===== src/rtl/scfifo_mlab_pkg.sv =====
// Shared constants and helpers for the show-ahead MLAB FIFO: family names,
// family decoding and depth calculation.
package scfifo_mlab_pkg;

  typedef enum logic [1:0] {
    FAM_AGILEX,
    FAM_S10,
    FAM_LOGIC
  } family_e;

  localparam logic [127:0] FAMILY_AGILEX    = 128'("Agilex");
  localparam logic [127:0] FAMILY_S10_LONG  = 128'("Stratix 10");
  localparam logic [127:0] FAMILY_S10_SHORT = 128'("S10");
  localparam logic [127:0] FAMILY_LOGIC     = 128'("logic");

  // Unknown names fall back to plain fabric logic.
  function automatic family_e family_of(input logic [127:0] name);
    if (name == FAMILY_AGILEX) return FAM_AGILEX;
    if (name == FAMILY_S10_LONG || name == FAMILY_S10_SHORT) return FAM_S10;
    return FAM_LOGIC;
  endfunction

  function automatic bit is_hw_family(input logic [127:0] name);
    return family_of(name) != FAM_LOGIC;
  endfunction

  function automatic int depth_of(input int addr_width);
    return 1 << addr_width;
  endfunction

endpackage


===== src/rtl/mlab_sdp_mem.sv =====
// Simple dual-port memory with a registered, read-enabled output port.
// Stratix 10 variant adds an input register, delaying writes by one cycle.
module mlab_sdp_mem
  import scfifo_mlab_pkg::*;
#(
  parameter int           WIDTH      = 8,
  parameter int           ADDR_WIDTH = 5,
  parameter logic [127:0] FAMILY     = 128'("Agilex")
) (
  input  logic                  clk,
  input  logic [WIDTH-1:0]      din,
  input  logic [ADDR_WIDTH-1:0] waddr,
  input  logic                  we,
  input  logic [ADDR_WIDTH-1:0] raddr,
  input  logic                  re,
  output logic [WIDTH-1:0]      dout
);

  localparam int DEPTH = depth_of(ADDR_WIDTH);

  logic [WIDTH-1:0] mem_q [DEPTH];
  logic [WIDTH-1:0] dout_q;

  generate
    if (family_of(FAMILY) == FAM_S10) begin : g_s10
      logic                  we_q;
      logic [ADDR_WIDTH-1:0] waddr_q;
      logic [WIDTH-1:0]      din_q;

      always_ff @(posedge clk) begin
        we_q    <= we;
        waddr_q <= waddr;
        din_q   <= din;
        if (we_q) mem_q[waddr_q] <= din_q;
      end
    end else begin : g_direct
      always_ff @(posedge clk) begin
        if (we) mem_q[waddr] <= din;
      end
    end
  endgenerate

  // Read register is intentionally unreset; it only matters once valid.
  always_ff @(posedge clk) begin
    if (re) dout_q <= mem_q[raddr];
  end

  assign dout = dout_q;

endmodule


===== src/rtl/scfifo_mlab_showahead.sv =====
// Single-clock show-ahead FIFO over a registered-read MLAB memory.
// Optional sticky overflow/underflow outputs with SCFIFO_MLAB_ERR_FLAGS_EN.
module scfifo_mlab_showahead
  import scfifo_mlab_pkg::*;
#(
  parameter int           WIDTH            = 8,
  parameter int           ADDR_WIDTH       = 5,
  parameter logic [127:0] FAMILY           = 128'("Agilex"),
  parameter int           ALMOST_FULL_THR  = depth_of(ADDR_WIDTH) - 4,
  parameter int           ALMOST_EMPTY_THR = 4
) (
  input  logic                  clk,
  input  logic                  rst_n,
  input  logic [WIDTH-1:0]      din,
  input  logic                  wrreq,
  input  logic                  rdreq,
  output logic [WIDTH-1:0]      dout,
  output logic                  empty,
  output logic                  full,
  output logic [ADDR_WIDTH:0]   usedw,
  output logic                  almost_full,
  output logic                  almost_empty
`ifdef SCFIFO_MLAB_ERR_FLAGS_EN
  ,
  output logic                  overflow,
  output logic                  underflow
`endif
);

  localparam int            DEPTH    = depth_of(ADDR_WIDTH);
  localparam int            CW       = ADDR_WIDTH + 1;
  localparam logic [CW-1:0] DEPTH_C  = CW'(DEPTH);
  localparam logic [CW-1:0] AF_C     = CW'(ALMOST_FULL_THR);
  localparam logic [CW-1:0] AE_C     = CW'(ALMOST_EMPTY_THR);
  localparam bit            WR_DELAY = (family_of(FAMILY) == FAM_S10);

  logic [ADDR_WIDTH-1:0] wr_ptr_q, wr_ptr_d;
  logic [ADDR_WIDTH-1:0] rd_ptr_q, rd_ptr_d;
  logic [CW-1:0]         mem_count_q, mem_count_d;
  logic [CW-1:0]         usedw_q, usedw_d;
  logic                  ovalid_q, ovalid_d;
  logic                  full_q, full_d;
  logic                  af_q, af_d;
  logic                  ae_q, ae_d;
  logic                  wr_pend_q, wr_pend_d;
  logic                  wr_acc, pop, re, mem_inc;

  // mem_count tracks words visible in memory; on S10 a write becomes
  // readable one cycle late, so its increment is delayed to match.
  always_comb begin
    wr_acc      = wrreq & ~full_q;
    pop         = rdreq & ovalid_q;
    re          = (mem_count_q != '0) & (~ovalid_q | pop);
    mem_inc     = WR_DELAY ? wr_pend_q : wr_acc;
    wr_pend_d   = wr_acc;
    wr_ptr_d    = wr_ptr_q + ADDR_WIDTH'(wr_acc);
    rd_ptr_d    = rd_ptr_q + ADDR_WIDTH'(re);
    mem_count_d = mem_count_q + CW'(mem_inc) - CW'(re);
    usedw_d     = usedw_q + CW'(wr_acc) - CW'(pop);
    ovalid_d    = ovalid_q;
    if (re) ovalid_d = 1'b1;
    else if (pop) ovalid_d = 1'b0;
    full_d      = (usedw_d == DEPTH_C);
    af_d        = (usedw_d >= AF_C);
    ae_d        = (usedw_d < AE_C);
  end

  always_ff @(posedge clk or negedge rst_n) begin
    if (!rst_n) begin
      wr_ptr_q    <= '0;
      rd_ptr_q    <= '0;
      mem_count_q <= '0;
      usedw_q     <= '0;
      ovalid_q    <= 1'b0;
      full_q      <= 1'b0;
      af_q        <= 1'b0;
      ae_q        <= 1'b1;
      wr_pend_q   <= 1'b0;
    end else begin
      wr_ptr_q    <= wr_ptr_d;
      rd_ptr_q    <= rd_ptr_d;
      mem_count_q <= mem_count_d;
      usedw_q     <= usedw_d;
      ovalid_q    <= ovalid_d;
      full_q      <= full_d;
      af_q        <= af_d;
      ae_q        <= ae_d;
      wr_pend_q   <= wr_pend_d;
    end
  end

  mlab_sdp_mem #(
    .WIDTH      (WIDTH),
    .ADDR_WIDTH (ADDR_WIDTH),
    .FAMILY     (FAMILY)
  ) u_mem (
    .clk   (clk),
    .din   (din),
    .waddr (wr_ptr_q),
    .we    (wr_acc),
    .raddr (rd_ptr_q),
    .re    (re),
    .dout  (dout)
  );

  assign empty        = ~ovalid_q;
  assign full         = full_q;
  assign usedw        = usedw_q;
  assign almost_full  = af_q;
  assign almost_empty = ae_q;

`ifdef SCFIFO_MLAB_ERR_FLAGS_EN
  logic overflow_q, overflow_d;
  logic underflow_q, underflow_d;

  always_comb begin
    overflow_d  = overflow_q | (wrreq & full_q);
    underflow_d = underflow_q | (rdreq & ~ovalid_q);
  end

  always_ff @(posedge clk or negedge rst_n) begin
    if (!rst_n) begin
      overflow_q  <= 1'b0;
      underflow_q <= 1'b0;
    end else begin
      overflow_q  <= overflow_d;
      underflow_q <= underflow_d;
    end
  end

  assign overflow  = overflow_q;
  assign underflow = underflow_q;
`endif

endmodule


===== config.mk =====
export PLATFORM = sky130hd
export DESIGN_NAME = scfifo_mlab_showahead
export DESIGN_NICKNAME = d
export VERILOG_FILES = /design/src/rtl/scfifo_mlab_pkg.sv /design/src/rtl/mlab_sdp_mem.sv /design/src/rtl/scfifo_mlab_showahead.sv
export SDC_FILE = /design/constraint.sdc
export NUM_CORES = 1
export LEC_CHECK = 0
export ABC_AREA = 1
export CAP_MARGIN = 25
export CORE_ASPECT_RATIO = 2
export CORE_UTILIZATION = 30
export CTS_BUF_LIST = sky130_fd_sc_hd__clkbuf_4 sky130_fd_sc_hd__clkbuf_8
export DETAILED_ROUTE_END_ITERATION = 10
export RECOVER_POWER = 100
export SLEW_MARGIN = 0
export SYNTH_ARGS = -nofsm -noshare
export SYNTH_HDL_FRONTEND = slang
export SYNTH_SLANG_ARGS = --single-unit

===== constraint.sdc =====
create_clock -name clk -period 3.1 [get_ports clk]
set_input_delay 0.62 -clock clk [delete_from_list [all_inputs] [get_ports clk]]
set_output_delay 0.62 -clock clk [all_outputs]
set_load 0.02 [all_outputs]

Word level (Yosys, flattened, before mapping) --
Memory sizes are Yosys's and may differ from the RTL's. A register that Yosys moved wholly into a read port is not among the register bits. Index checks and enable logic that the tools add are counted. W data, S select, Z words.
Word-level totals: flip-flop bits (word level) 26, latch bits 0, memory bits (writable) 256, ROM bits 0, bits of input ports 12, output and inout port bits 18, memories 1
Cells by class: add/subtract/negate cells 6, multipliers 0, divide/modulo/power cells 0, $lt $le $gt $ge 2, eq/ne operators 1, shifts and indexed selects 0, muxes and demuxes 4, bitwise operators 6, reductions and logical operators 2
Memories:
- u_mem.mem_q | depth 32, width 8, read ports 1, clocked after memory_dff 1, wr ports 1, RTL line mlab_sdp_mem.sv:21 | logic [WIDTH-1:0] mem_q [DEPTH];
Operators with widths (count):
- $add A6 B1 Y6 | 2
- $sub A6 B1 Y6 | 2
- $add A5 B1 Y5 | 2
- $eq A6 B6 Y1 const B | 1
- $ge A6 B5 Y1 const B | 1
- $lt A6 B3 Y1 const B | 1
- $reduce_bool A6 Y1 | 1
- $mux W1 | 4
- $and A1 B1 Y1 | 3
- $not A1 Y1 | 2
- $reduce_bool A2 Y1 | 1
- $or A1 B1 Y1 | 1

Longest topological paths before layout --
Gate-level depths: netlist of run 1.
word-level depth 5, gate-level depth with buffers 14, gate-level depth less buffers 14

By module --
A second synthesis of run 1 with hierarchy kept.
Second synthesis, totals: cells, all modules 1061, area, all modules 12259.3 um2
By module, submodules not included:
- mlab_sdp_mem | times used 1, cells an instance 922, area each 10866.7 um2
- scfifo_mlab_showahead | times used 1, cells an instance 139, area each 1392.6 um2

Least setup slack after synthesis of run 1 --
Ideal clock, no wire load.
kind input port to flip-flop, start input rdreq, end register mem_count_q[4], setup time 79 ps, arrival time 2550 ps, data required time 3021 ps, setup slack 471 ps, stages on the path 10, path buffers 0, cells stage by stage nand2_1 > a21oi_1 > ha_1 > inv_1 > ha_1 > fa_1 > a21oi_1 > nor2_1 > nor2_1 > xor2_1
On the way: cells in the longest elaborated chain, start to end 4
Ends and longest elaborated chain:
- from (decl) | RTL line scfifo_mlab_showahead.sv:16 | input logic rdreq,
- $and A1 B1 Y1 | RTL line scfifo_mlab_showahead.sv:52 | pop = rdreq & ovalid_q;
- $or A1 B1 Y1 | RTL line scfifo_mlab_showahead.sv:53 | re = (mem_count_q != '0) & (~ovalid_q | pop);
- $and A1 B1 Y1 | RTL line scfifo_mlab_showahead.sv:53
- $sub A6 B1 Y6 | RTL line scfifo_mlab_showahead.sv:58 | mem_count_d = mem_count_q + CW'(mem_inc) - CW'(re);
- via mem_count_d[4] | RTL line scfifo_mlab_showahead.sv:39 | logic [CW-1:0] mem_count_q, mem_count_d;
- to (signal assigned) | RTL line scfifo_mlab_showahead.sv:82 | mem_count_q <= mem_count_d;
- to (decl) | RTL line scfifo_mlab_showahead.sv:39
The timed path passes the listed nets, and every way through them passes these cells. A chain may end at the register's enable or synchronous reset.

==> summary.txt, run 1 <==
Clock tree
  • Root buf cell: clkbuf_8
  • H-Tree Depth: 2
  • CTS buffer count: 41
  • Post-CTS Hold Buffers: 0
  • Post-cts sizing count: 0
  • Clk_lat worst skew: 0.57 ns
  • Clock transition at path regs: approximately 0.060 ns
  • Maximum buffer depth of the clock tree: 3
  • TritonCTS clock tree: yes
  • # Post-CTS Setup Buffers: 0
  • CTS Sinks: 290

Floorplan
  • Top Ports: 30
  • Die area: 42600 sq um
  • Starting density of the core: 0.305
  • # rows: 105
  • Die H: 291 microns
  • Core area: 41100 sq um
  • Die width: 147 microns

Routing
  • Final antenna-violating net count: 0
  • Routed WL per cell: between 15 and 20 microns
  • Drt pass-1 iters: 4
  • Detailed Route WL: 29600 microns
  • Iter 0 DRT Violations: 589
  • Vias/cell: between 4 and 5
  • Via Count: a little over 8000
  • DR DRC count: 0

Flow run
  • Max-capacitance violation count: 8

Place
  • DP HPWL: 19100 microns
  • Port bufs: 29
  • Routability cong.: 0.868

Timing
  • Unrepaired setup endpoints after global routing: false
  • Final min period: 2.63 ns
  • Final Hold Vio Count: 0
  • F_max: 0.380 GHz
  • Period utilization: 0.849
  • Slew Viols, Final: 264
  • Worst slew pin tran: around 2.1 ns
  • Setup TNS Final: 0 ns
  • Slew HR: -0.369
  • Final setup viols: 0
  • Worst clock skew: 0.0245 ns

Worst setup path
  • Worst Setup Start Kind: flop
  • Critical path peak fanout: 49
  • Critical Path RT: 3.43 ns
  • CP arrival: 2.96 ns
  • Crit path capture type: flop
  • Worst setup path class: reg2reg

Logic synthesis
  • Synth unique cells: 27
  • Post-synth ARST share: 0.0897
  • Mapped cell area: 12500 sq um
  • Flops & latches, synth: 290
  • Post-Syn Nets: 1199
  • Yosys warns: 0
  • Seq/Total Area, Yosys: 0.685
  • Area leader, netlist: edfxtp_1
  • Main synth FF type: edfxtp_1
  • Area fraction of the dominant cell type after synthesis: 0.633
  • Post-synth EDFFs: 264
  • Commonest cells post-synth: nand2_1 (365), edfxtp_1 (264), nand3_1 (176)
  • Avg Cell Area, Syn: 10.7 sq um
  • Top cells by area, synth: edfxtp_1 (63%), nand2_1 (11%), nand3_1 (7.0%)
  • Mapped Cells: around 1200
  • Most frequent cell after synthesis: nand2_1

GRT
  • Initial antenna violation count: 1
  • First-pass GRT wire length: around 46000 microns
  • Largest net degree at the start of global routing: 67
  • Grt total ovfl: 0
  • Vias in the first global route: 8106
  • Overall Global Routing Usage: 0.141

Cells and area
  • Final Util: 0.349
  • Area added between synthesis and finish: 14.4%
  • Filler cells: 4086
  • Nets: 1281
  • Fraction of layout cells with a size suffix above 1: 0.0593

Pwr
  • Worst vdd ir: between 0.6 and 0.7 mV
  • Switch share: 0.383
  • Sw power: about 5 mW
  • Power Density: 905 nW/um^2
  • Power Total: approximately 13 mW
  • Register share of total power: 0.389
  • Static leakage power: 5.78 nW
  • Int Pwr: 8.00 mW
  • Power share of the combinational group: 0.364
  • Clock power frac: 0.247

Min path
  • Worst Hold Class: reg2reg

Status
  • Outcome: complete, but fails checks
  • Failing checks: max-capacitance violations, max-slew violations
[area by class of cell]
class / count / area [sq um] / share of cell area
diodes: 1 / 2.50 / 0.000175
clock buffers: 49 / 637 / 0.0444
clock inverters: 26 / 238 / 0.0166
inverters: 162 / 609 / 0.0425
multi-input cells: 666 / 3050 / 0.213
flip-flops and latches: 290 / 8580 / 0.599
well taps: 535 / 669 / 0.0467
repair buffers: 88 / 549 / 0.0383
[stage by stage]
| step | instance area (sq um) | cells | hold WS [ns] | setup slack, ns |
|---|---|---|---|---|
| 2_1_floorplan | 12500 | 1167 | 0.324 | 0.471 |
| 3_3_place_gp | 13600 | 1741 | 0.494 | 0.154 |
| 3_5_place_dp | 13600 | 1741 | 0.498 | 0.164 |
| 4_1_cts | 14500 | 1816 | 0.513 | 0.579 |
| 5_1_grt | 14300 | 1817 | 0.536 | 0.206 |
| 6_report | 14300 | 1817 | 0.506 | 0.468 |
[cells in the final DEF (no fill, tap or decap), types with 2 or more instances in the layout]
cell           netlist  layout
dlygate4sd3_1        0      28
clkinv_1             3      19
clkbuf_8             0      43
a21oi_1             21      21
clkinv_2             0       5
ha_1                18      18
nand2_1            365     365
clkbuf_1             5      49
o211ai_1             8       8
xor2_1              12      12
dfrtp_1             25      23
inv_1              157     156
bufinv_16            0       5
inv_2                2       2
fa_1                 2       2
nand3_1            176     176
buf_4                9      10
nor2_1              56      56
clkbuf_4             0       6
edfxtp_1           264     264
[state kept, by name, indices dropped and copies added (netlist names)]
name	cells
ovalid_q	1
wr_ptr_q	5
usedw	6
mem_count_q	6
full	1
rd_ptr_q	5
u_mem.mem_q	256
almost_empty	1
almost_full	1
u_mem.dout	8
[power by group through the flow]
stage	clock [mW]	combinational [mW]	sequential [mW]
after CTS	3.29	4.87	5.04
final	3.21	4.73	5.04
after floorplan	0	3.30	5.14
after global placement	0	4.79	5.11
after detailed placement	0	4.87	5.12
after global routing	3.43	5.28	5.09
[path summary, 6_finish.rpt]
path                           startpoint  cells after the start        endpoint  slack [ns]
setup / recovery              rd_ptr_q[0]                     10   u_mem.dout[7]        0.47
hold / removal             mem_count_q[0]                      1  mem_count_q[0]        0.51
setup reg to reg              rd_ptr_q[0]                     10   u_mem.dout[7]        0.47
hold reg to reg            mem_count_q[0]                      1  mem_count_q[0]        0.51
max in group asynchronous           rst_n                      2    almost_empty        1.71
min in group asynchronous           rst_n                      1     rd_ptr_q[3]        0.58
[cell families after synthesis]
group	count (synthesis)	synth area share
AO/OA/AOI/OAI	32	0.0147
AND/OR/NAND/NOR	601	0.198
adder cells (fa/ha/maj)	20	0.0212
flip-flops	290	0.685
buffers and inverters	211	0.0722
XOR/XNOR	13	0.00909
[metal layers]
layer  vias to the layer above  track usage  wire, microns
met5                         -            0              0
met3                        86       0.0165           1010
met4                         0        0.108           2140
met2                       196        0.267          15900
met1                      3799        0.138          10600
li1                       4003            -              -
[critical path: stages (launching register included)]
cell and delay, ns:
dfrtp_4 0.63, clkinv_2 0.10, buf_4 0.44, clkbuf_1 0.62, nand2_1 0.13, nand3_1 0.10, a21oi_1 0.08, nor2_1 0.11
nand2_1 0.05, nand2_1 0.07, inv_1 0.04
No activity file was read; power rests on OpenSTA's default activity.
==> run 2, diff against run 1 <==
- clock period: 3.1 -> 2.6 ns (I/O delays scaled with it)
==> summary.txt, run 2 (synthesis gave the netlist of run 1 again) <==
Timing
  • Period utilization: 0.907
  • Final min period: ~2.4 ns
  • Setup TNS Final: 0 ns (unchanged)
  • Slew Viols, Final: 291 (+10%)
  • Unrepaired setup endpoints after global routing: false
  • Slew HR: -0.289 (+0.0800)
  • Final Hold Vio Count: 0 (unchanged)
  • Worst clock skew: 0.0296 ns (+0.00510 ns)
  • F_max: between 0.4 and 0.5 GHz
  • Worst hold slack: 0.527 ns (+0.0208 ns)
  • Worst slew pin tran: 1.93 ns (-0.120 ns)
  • Final setup viols: 0 (unchanged)

Clock tree
  • CTS buffer count: 42 (+2.4%)
  • TritonCTS clock tree: yes
  • H-Tree Depth: 2 (unchanged)
  • CTS Sinks: 290 (unchanged)
  • Clock transition at path regs: 0.06 ns (about the same)
  • Clk_lat worst skew: 0.58 ns (about the same)
  • Root buf cell: clkbuf_8
  • Maximum buffer depth of the clock tree: 3 (unchanged)

Place
  • Routability cong.: 0.846 (-2.6%)
  • DP Area: 13700 sq um (+0.48%)
  • DP HPWL: 19100 microns (+0.25%)
  • Port bufs: 29 (unchanged)
  • Dpl cells: 1743 (+0.11%)

Pwr
  • Power Density: 1080 nW/um^2 (+20%)
  • Power Total: 15.6 mW (+20%)
  • Static leakage power: 5.81 nW (+0.55%)
  • Worst vdd ir: 0.702 mV (+11%)

Cells and area
  • Fraction of layout cells with a size suffix above 1: 0.0677 (+0.00838)
  • Area added between synthesis and finish: 14.9%
  • Multi-input gate area: 3050 sq um (+0.16%)
  • Finished Cell Area: 14400 sq um (+0.45%)
  • Filler cells: 4081 (-0.12%)
  • Most common cell after layout, fill and taps aside: nand2_1
  • Top reg by flops: u_mem.mem_q
  • Commonest cells after routing, fill and taps aside: nand2_1 (365), edfxtp_1 (264), nand3_1 (176)
  • Non-Filler Instances: 1821 (+0.22%)
  • Max reg flops: 256 (unchanged)
  • Register area: 8580 sq um (unchanged)
  • Nets: 1284 (+0.23%)

Floorplan
  • Core area: 41100 sq um (unchanged)
  • # rows: 105 (unchanged)
  • Top Ports: 30 (unchanged)
  • Starting density of the core: 0.305 (unchanged)
  • Die area: 42600 sq um (unchanged)
  • Die width: 147 microns (unchanged)
  • Die H: 291 microns (unchanged)

GRT
  • Vias in the first global route: 8378 (+3.4%)
  • Largest net degree at the start of global routing: 119 (+78%)
  • Initial antenna violation count: 1 (unchanged)
  • Overall Global Routing Usage: 0.143 (+0.00200)
  • First-pass GRT wire length: 46400 microns (+1.9%)
  • Grt total ovfl: 0 (unchanged)

Worst setup path
  • Worst path bufs/invs: 2 (-2)
  • CP arrival: 2.44 ns (-0.52 ns)
  • Crit path capture type: flop
  • Worst setup path class: in2reg
  • Critical Path RT: 2.68 ns (-0.75 ns)
  • Critical path peak fanout: 32 (-35%)
  • Crit-path cells: dlygate4sd3_1 -> clkbuf_1
  • Worst Setup Start Kind: primary input
  • Critical-path top delay cell: clkbuf_1
  • Crit-path max cell delay: 1.37 ns (+0.74 ns)
  • CP top delay family: buffers and inverters

Status
  • Failing checks: max-capacitance violations, max-slew violations
  • Outcome: complete, but fails checks

Routing
  • Iter 0 DRT Violations: 585 (-0.68%)
  • Final antenna-violating net count: 0 (unchanged)
  • Drt pass-1 iters: 6 (+2)
  • Detailed Route WL: 29800 microns (+0.68%)
  • DR DRC count: 0 (unchanged)
  • Routed WL per cell: 16.3 microns (+0.46%)
  • Vias/cell: 4.52 (+1.7%)
  • Via Count: 8239 (+1.9%)

Flow run
  • Max-capacitance violation count: 9 (+1)

Min path
  • Worst Hold Class: reg2reg
## run 2: cell count changes in the layout (fill, tap and decap cells not counted), moves of 2 or more
cell and change:
clkbuf_4 +5, clkinv_1 -5, buf_12 +3, buf_4 -3
inv_6 +3, bufinv_16 -2, clkbuf_1 -2, clkinvlp_4 +2
## run 2: path summary, 6_finish.rpt
path | slack (ns) | from | endpoint | cells after the start
worst max-delay path | 0.24 | din[6] | u_mem.mem_q[21][6] | 2
min in group asynchronous | 0.86 | rst_n | rd_ptr_q[1] | 2
worst min register to register | 0.53 | mem_count_q[0] | ovalid_q | 2
worst min-delay path | 0.53 | mem_count_q[0] | ovalid_q | 2
max in group asynchronous | 0.63 | rst_n | rd_ptr_q[0] | 2
worst max register to register | 0.24 | mem_count_q[2] | mem_count_q[4] | 13
## run 2: layout make-up
cell class	count	share of cell area
Inverter	162	0.0423
Clock inverter	25	0.0142
Timing Repair Buffer	90	0.0426
Antenna cell	1	0.000174
Multi-Input combinational cell	666	0.212
Clock buffer	52	0.0462
Tap cell	535	0.0465
Sequential cell	290	0.596
## run 2: where the power goes
group | leakage [nW] | switching, mW | internal (mW)
logic | 2.68 | 4.01 | 1.83
clock network | 0.446 | 1.79 | 2.01
registers | 2.68 | 0.268 | 5.70
total | 5.81 | 6.07 | 9.54
## run 2: layer usage
metal	share of wire	track usage	up-vias	routed length [microns]
met1	0.36	0.145	3937	10800
met3	0.031	0.0193	84	928
li1	-	-	4012	-
met2	0.55	0.275	206	16500
met4	0.052	0.0846	0	1550
met5	0	0	-	0
## run 2: metrics by stage
step           setup WS [ns]   util
2_1_floorplan         0.0117      -
3_3_place_gp          -0.220  0.333
3_5_place_dp          -0.264  0.333
4_1_cts                0.154  0.355
5_1_grt               0.0311  0.350
6_report               0.241  0.350
## run 2: timing repair
item,4_1_cts,5_1_grt
gates resized for setup,0,1
hold buffers,0,0
setup buffers,0,0
setup endpoints to repair,0,1
==> run 3, diff against run 2 <==
- CELL_PAD_IN_SITES_DETAIL_PLACEMENT: default -> 0
- CELL_PAD_IN_SITES_GLOBAL_PLACEMENT: default -> 2
- PLACE_DENSITY_LB_ADDON: default -> 0.1
==> summary.txt, run 3 (synthesis gave the netlist of run 1 again) <==
Status
  • Outcome: complete, but fails checks
  • Failing checks: max-capacitance violations, max-slew violations

Clock tree
  • Root buf cell: clkbuf_8
  • H-Tree Depth: 2 (unchanged)
  • # Post-CTS Setup Buffers: 0 (unchanged)
  • Clk_lat worst skew: 0.57 ns (about the same)
  • CTS Sinks: 290 (unchanged)
  • Maximum buffer depth of the clock tree: 3 (unchanged)
  • Post-CTS Hold Buffers: 0 (unchanged)
  • Clock transition at path regs: 0.07 ns (about the same)
  • TritonCTS clock tree: yes
  • CTS buffer count: 45 (+7.1%)

Cells and area
  • Top reg by flops: u_mem.mem_q
  • Most common cell after layout, fill and taps aside: nand2_1
  • Register area: 8580 sq um (unchanged)
  • Fraction of layout cells with a size suffix above 1: 0.0863 (+0.0186)
  • Nets: 1296 (+0.93%)
  • Final Util: 0.354 (+0.00386)
  • Non-Filler Instances: 1834 (+0.71%)
  • Filler cells: 4171 (+2.2%)
  • Max reg flops: 256 (unchanged)
  • Commonest cells after routing, fill and taps aside: nand2_1 (365), edfxtp_1 (264), nand3_1 (176)
  • Area added between synthesis and finish: 16.2%
  • Multi-input gate area: 3060 sq um (+0.29%)

Floorplan
  • Die width: 147 microns (unchanged)
  • Core area: 41100 sq um (unchanged)
  • Top Ports: 30 (unchanged)
  • Starting density of the core: 0.305 (unchanged)
  • Die H: 291 microns (unchanged)
  • # rows: 105 (unchanged)
  • Die area: 42600 sq um (unchanged)

Timing
  • Final min period: 2.38 ns (+0.0232 ns)
  • Setup TNS Final: 0 ns (unchanged)
  • Unrepaired setup endpoints after global routing: false
  • Final Hold Vio Count: 0 (unchanged)
  • Slew HR: -0.310 (-0.0211)
  • Worst clock skew: 0.0151 ns (-0.0145 ns)
  • Final setup viols: 0 (unchanged)
  • Worst slew pin tran: 1.96 ns (+0.0316 ns)
  • Period utilization: 0.916 (+0.00894)
  • Worst setup margin: 0.218 ns (-0.0232 ns)
  • Slew Viols, Final: 159 (-45%)
  • F_max: 0.420 GHz (-0.98%)

Min path
  • Worst Hold Class: reg2reg
  • Hold path start: mem_count_q[0]

Worst setup path
  • Worst path bufs/invs: 2 (unchanged)
  • Crit-path cells: dlygate4sd3_1 -> clkbuf_1
  • Critical path origin: din[0]
  • Worst Setup Start Kind: primary input
  • Worst setup path class: in2reg
  • Critical R2R Launch: mem_count_q[3]
  • Crit-path max cell delay: 1.40 ns (+0.03 ns)
  • Crit path capture type: flop
  • Critical-path top delay cell: clkbuf_1
  • Critical path peak fanout: 32 (unchanged)
  • CP arrival: 2.47 ns (+0.03 ns)
  • Critical Path RT: 2.69 ns (about the same)
  • CP top delay family: buffers and inverters

Pwr
  • Switch share: 0.401 (+0.0120)
  • Power share of the combinational group: 0.387 (+0.013)
  • Sw power: 6.58 mW (+8.4%)
  • Power Density: 1130 nW/um^2 (+4.0%)
  • Int Pwr: 9.83 mW (+3.0%)
  • Clock power frac: 0.247 (+0.003)
  • Worst vdd ir: 0.562 mV (-20%)
  • Static leakage power: 5.94 nW (+2.1%)
  • Register share of total power: 0.366 (-0.016)
  • Power Total: 16.4 mW (+5.1%)

Routing
  • Iter 0 DRT Violations: 392 (-33%)
  • Final antenna-violating net count: 0 (unchanged)
  • Routed WL per cell: 20.3 microns (+24%)
  • Drt pass-1 iters: 6 (unchanged)
  • DR DRC count: 0 (unchanged)
  • Via Count: 8178 (-0.74%)
  • Vias/cell: 4.46 (-1.4%)
  • Detailed Route WL: 37300 microns (+25%)

GRT
  • Overall Global Routing Usage: 0.180 (+0.0369)
  • Initial antenna violation count: 1 (unchanged)
  • Vias in the first global route: 8393 (+0.18%)
  • First-pass GRT wire length: 55300 microns (+19%)
  • Largest net degree at the start of global routing: 73 (-39%)
  • Grt total ovfl: 0 (unchanged)

Place
  • Dpl cells: 1752 (+0.52%)
  • DP HPWL: 23600 microns (+24%)
  • Routability cong.: 0.721 (-15%)
  • Port bufs: 29 (unchanged)
  • Dpl ws: -0.449 ns (-0.185 ns)

Flow run
  • Max-capacitance violation count: 5 (-4)
-- run 3: cell types whose count changed in the layout (fill, tap and decap cells not counted), moves of 2 or more --
cell and delta:
clkinvlp_4 -3, clkinv_1 +3, clkbuf_2 +11, clkbuf_8 +4, clkbuf_1 -11, buf_4 +9, inv_6 -3, clkbuf_4 -2
clkinv_2 +2
-- run 3: layout make-up --
cell class	instances	share of cell area
Sequential cell	290	0.590
Clock buffer	55	0.0490
Inverter	162	0.0419
Tap cell	535	0.0460
Antenna cell	1	0.000172
Clock inverter	26	0.0146
Multi-Input combinational cell	666	0.210
Timing Repair Buffer	99	0.0485
-- run 3: path summary, 6_finish.rpt --
check / depth (start not counted) / to / slack (ns)
setup / recovery: 2 / u_mem.mem_q[31][0] / 0.22
hold / removal: 1 / mem_count_q[0] / 0.54
setup reg to reg: 13 / mem_count_q[4] / 0.24
hold reg to reg: 1 / mem_count_q[0] / 0.54
max in group asynchronous: 2 / rd_ptr_q[0] / 0.46
min in group asynchronous: 2 / mem_count_q[5] / 0.94
-- run 3: per-stage QoR --
step / hold WS [ns] / instance area, sq um
2_1_floorplan: 0.224 / 12500
3_3_place_gp: 0.530 / 13800
3_5_place_dp: 0.507 / 13800
4_1_cts: 0.285 / 14700
5_1_grt: 0.560 / 14600
6_report: 0.537 / 14600
-- run 3: what timing repair did --
action,CTS,global route
hold endpoints to repair,0,0
setup endpoints to repair,0,4
gates resized for setup,0,4
-- run 3: power by group through the flow --
stage	combinational [mW]	sequential [mW]	clock, mW
3_5_place_dp	6.72	6.11	0
5_1_grt	7.08	6.06	4.37
2_1_floorplan	3.93	6.12	0
4_1_cts	6.74	6.01	4.22
6_report	6.35	6.00	4.06
3_3_place_gp	6.73	6.11	0
-- run 3: per-layer routing --
layer,part of all wire,global-route usage,vias up
li1,-,-,4043
met5,0,0,-
met3,0.032,0.0219,58
met1,0.37,0.191,3938
met2,0.57,0.356,139
met4,0.031,0.0663,0
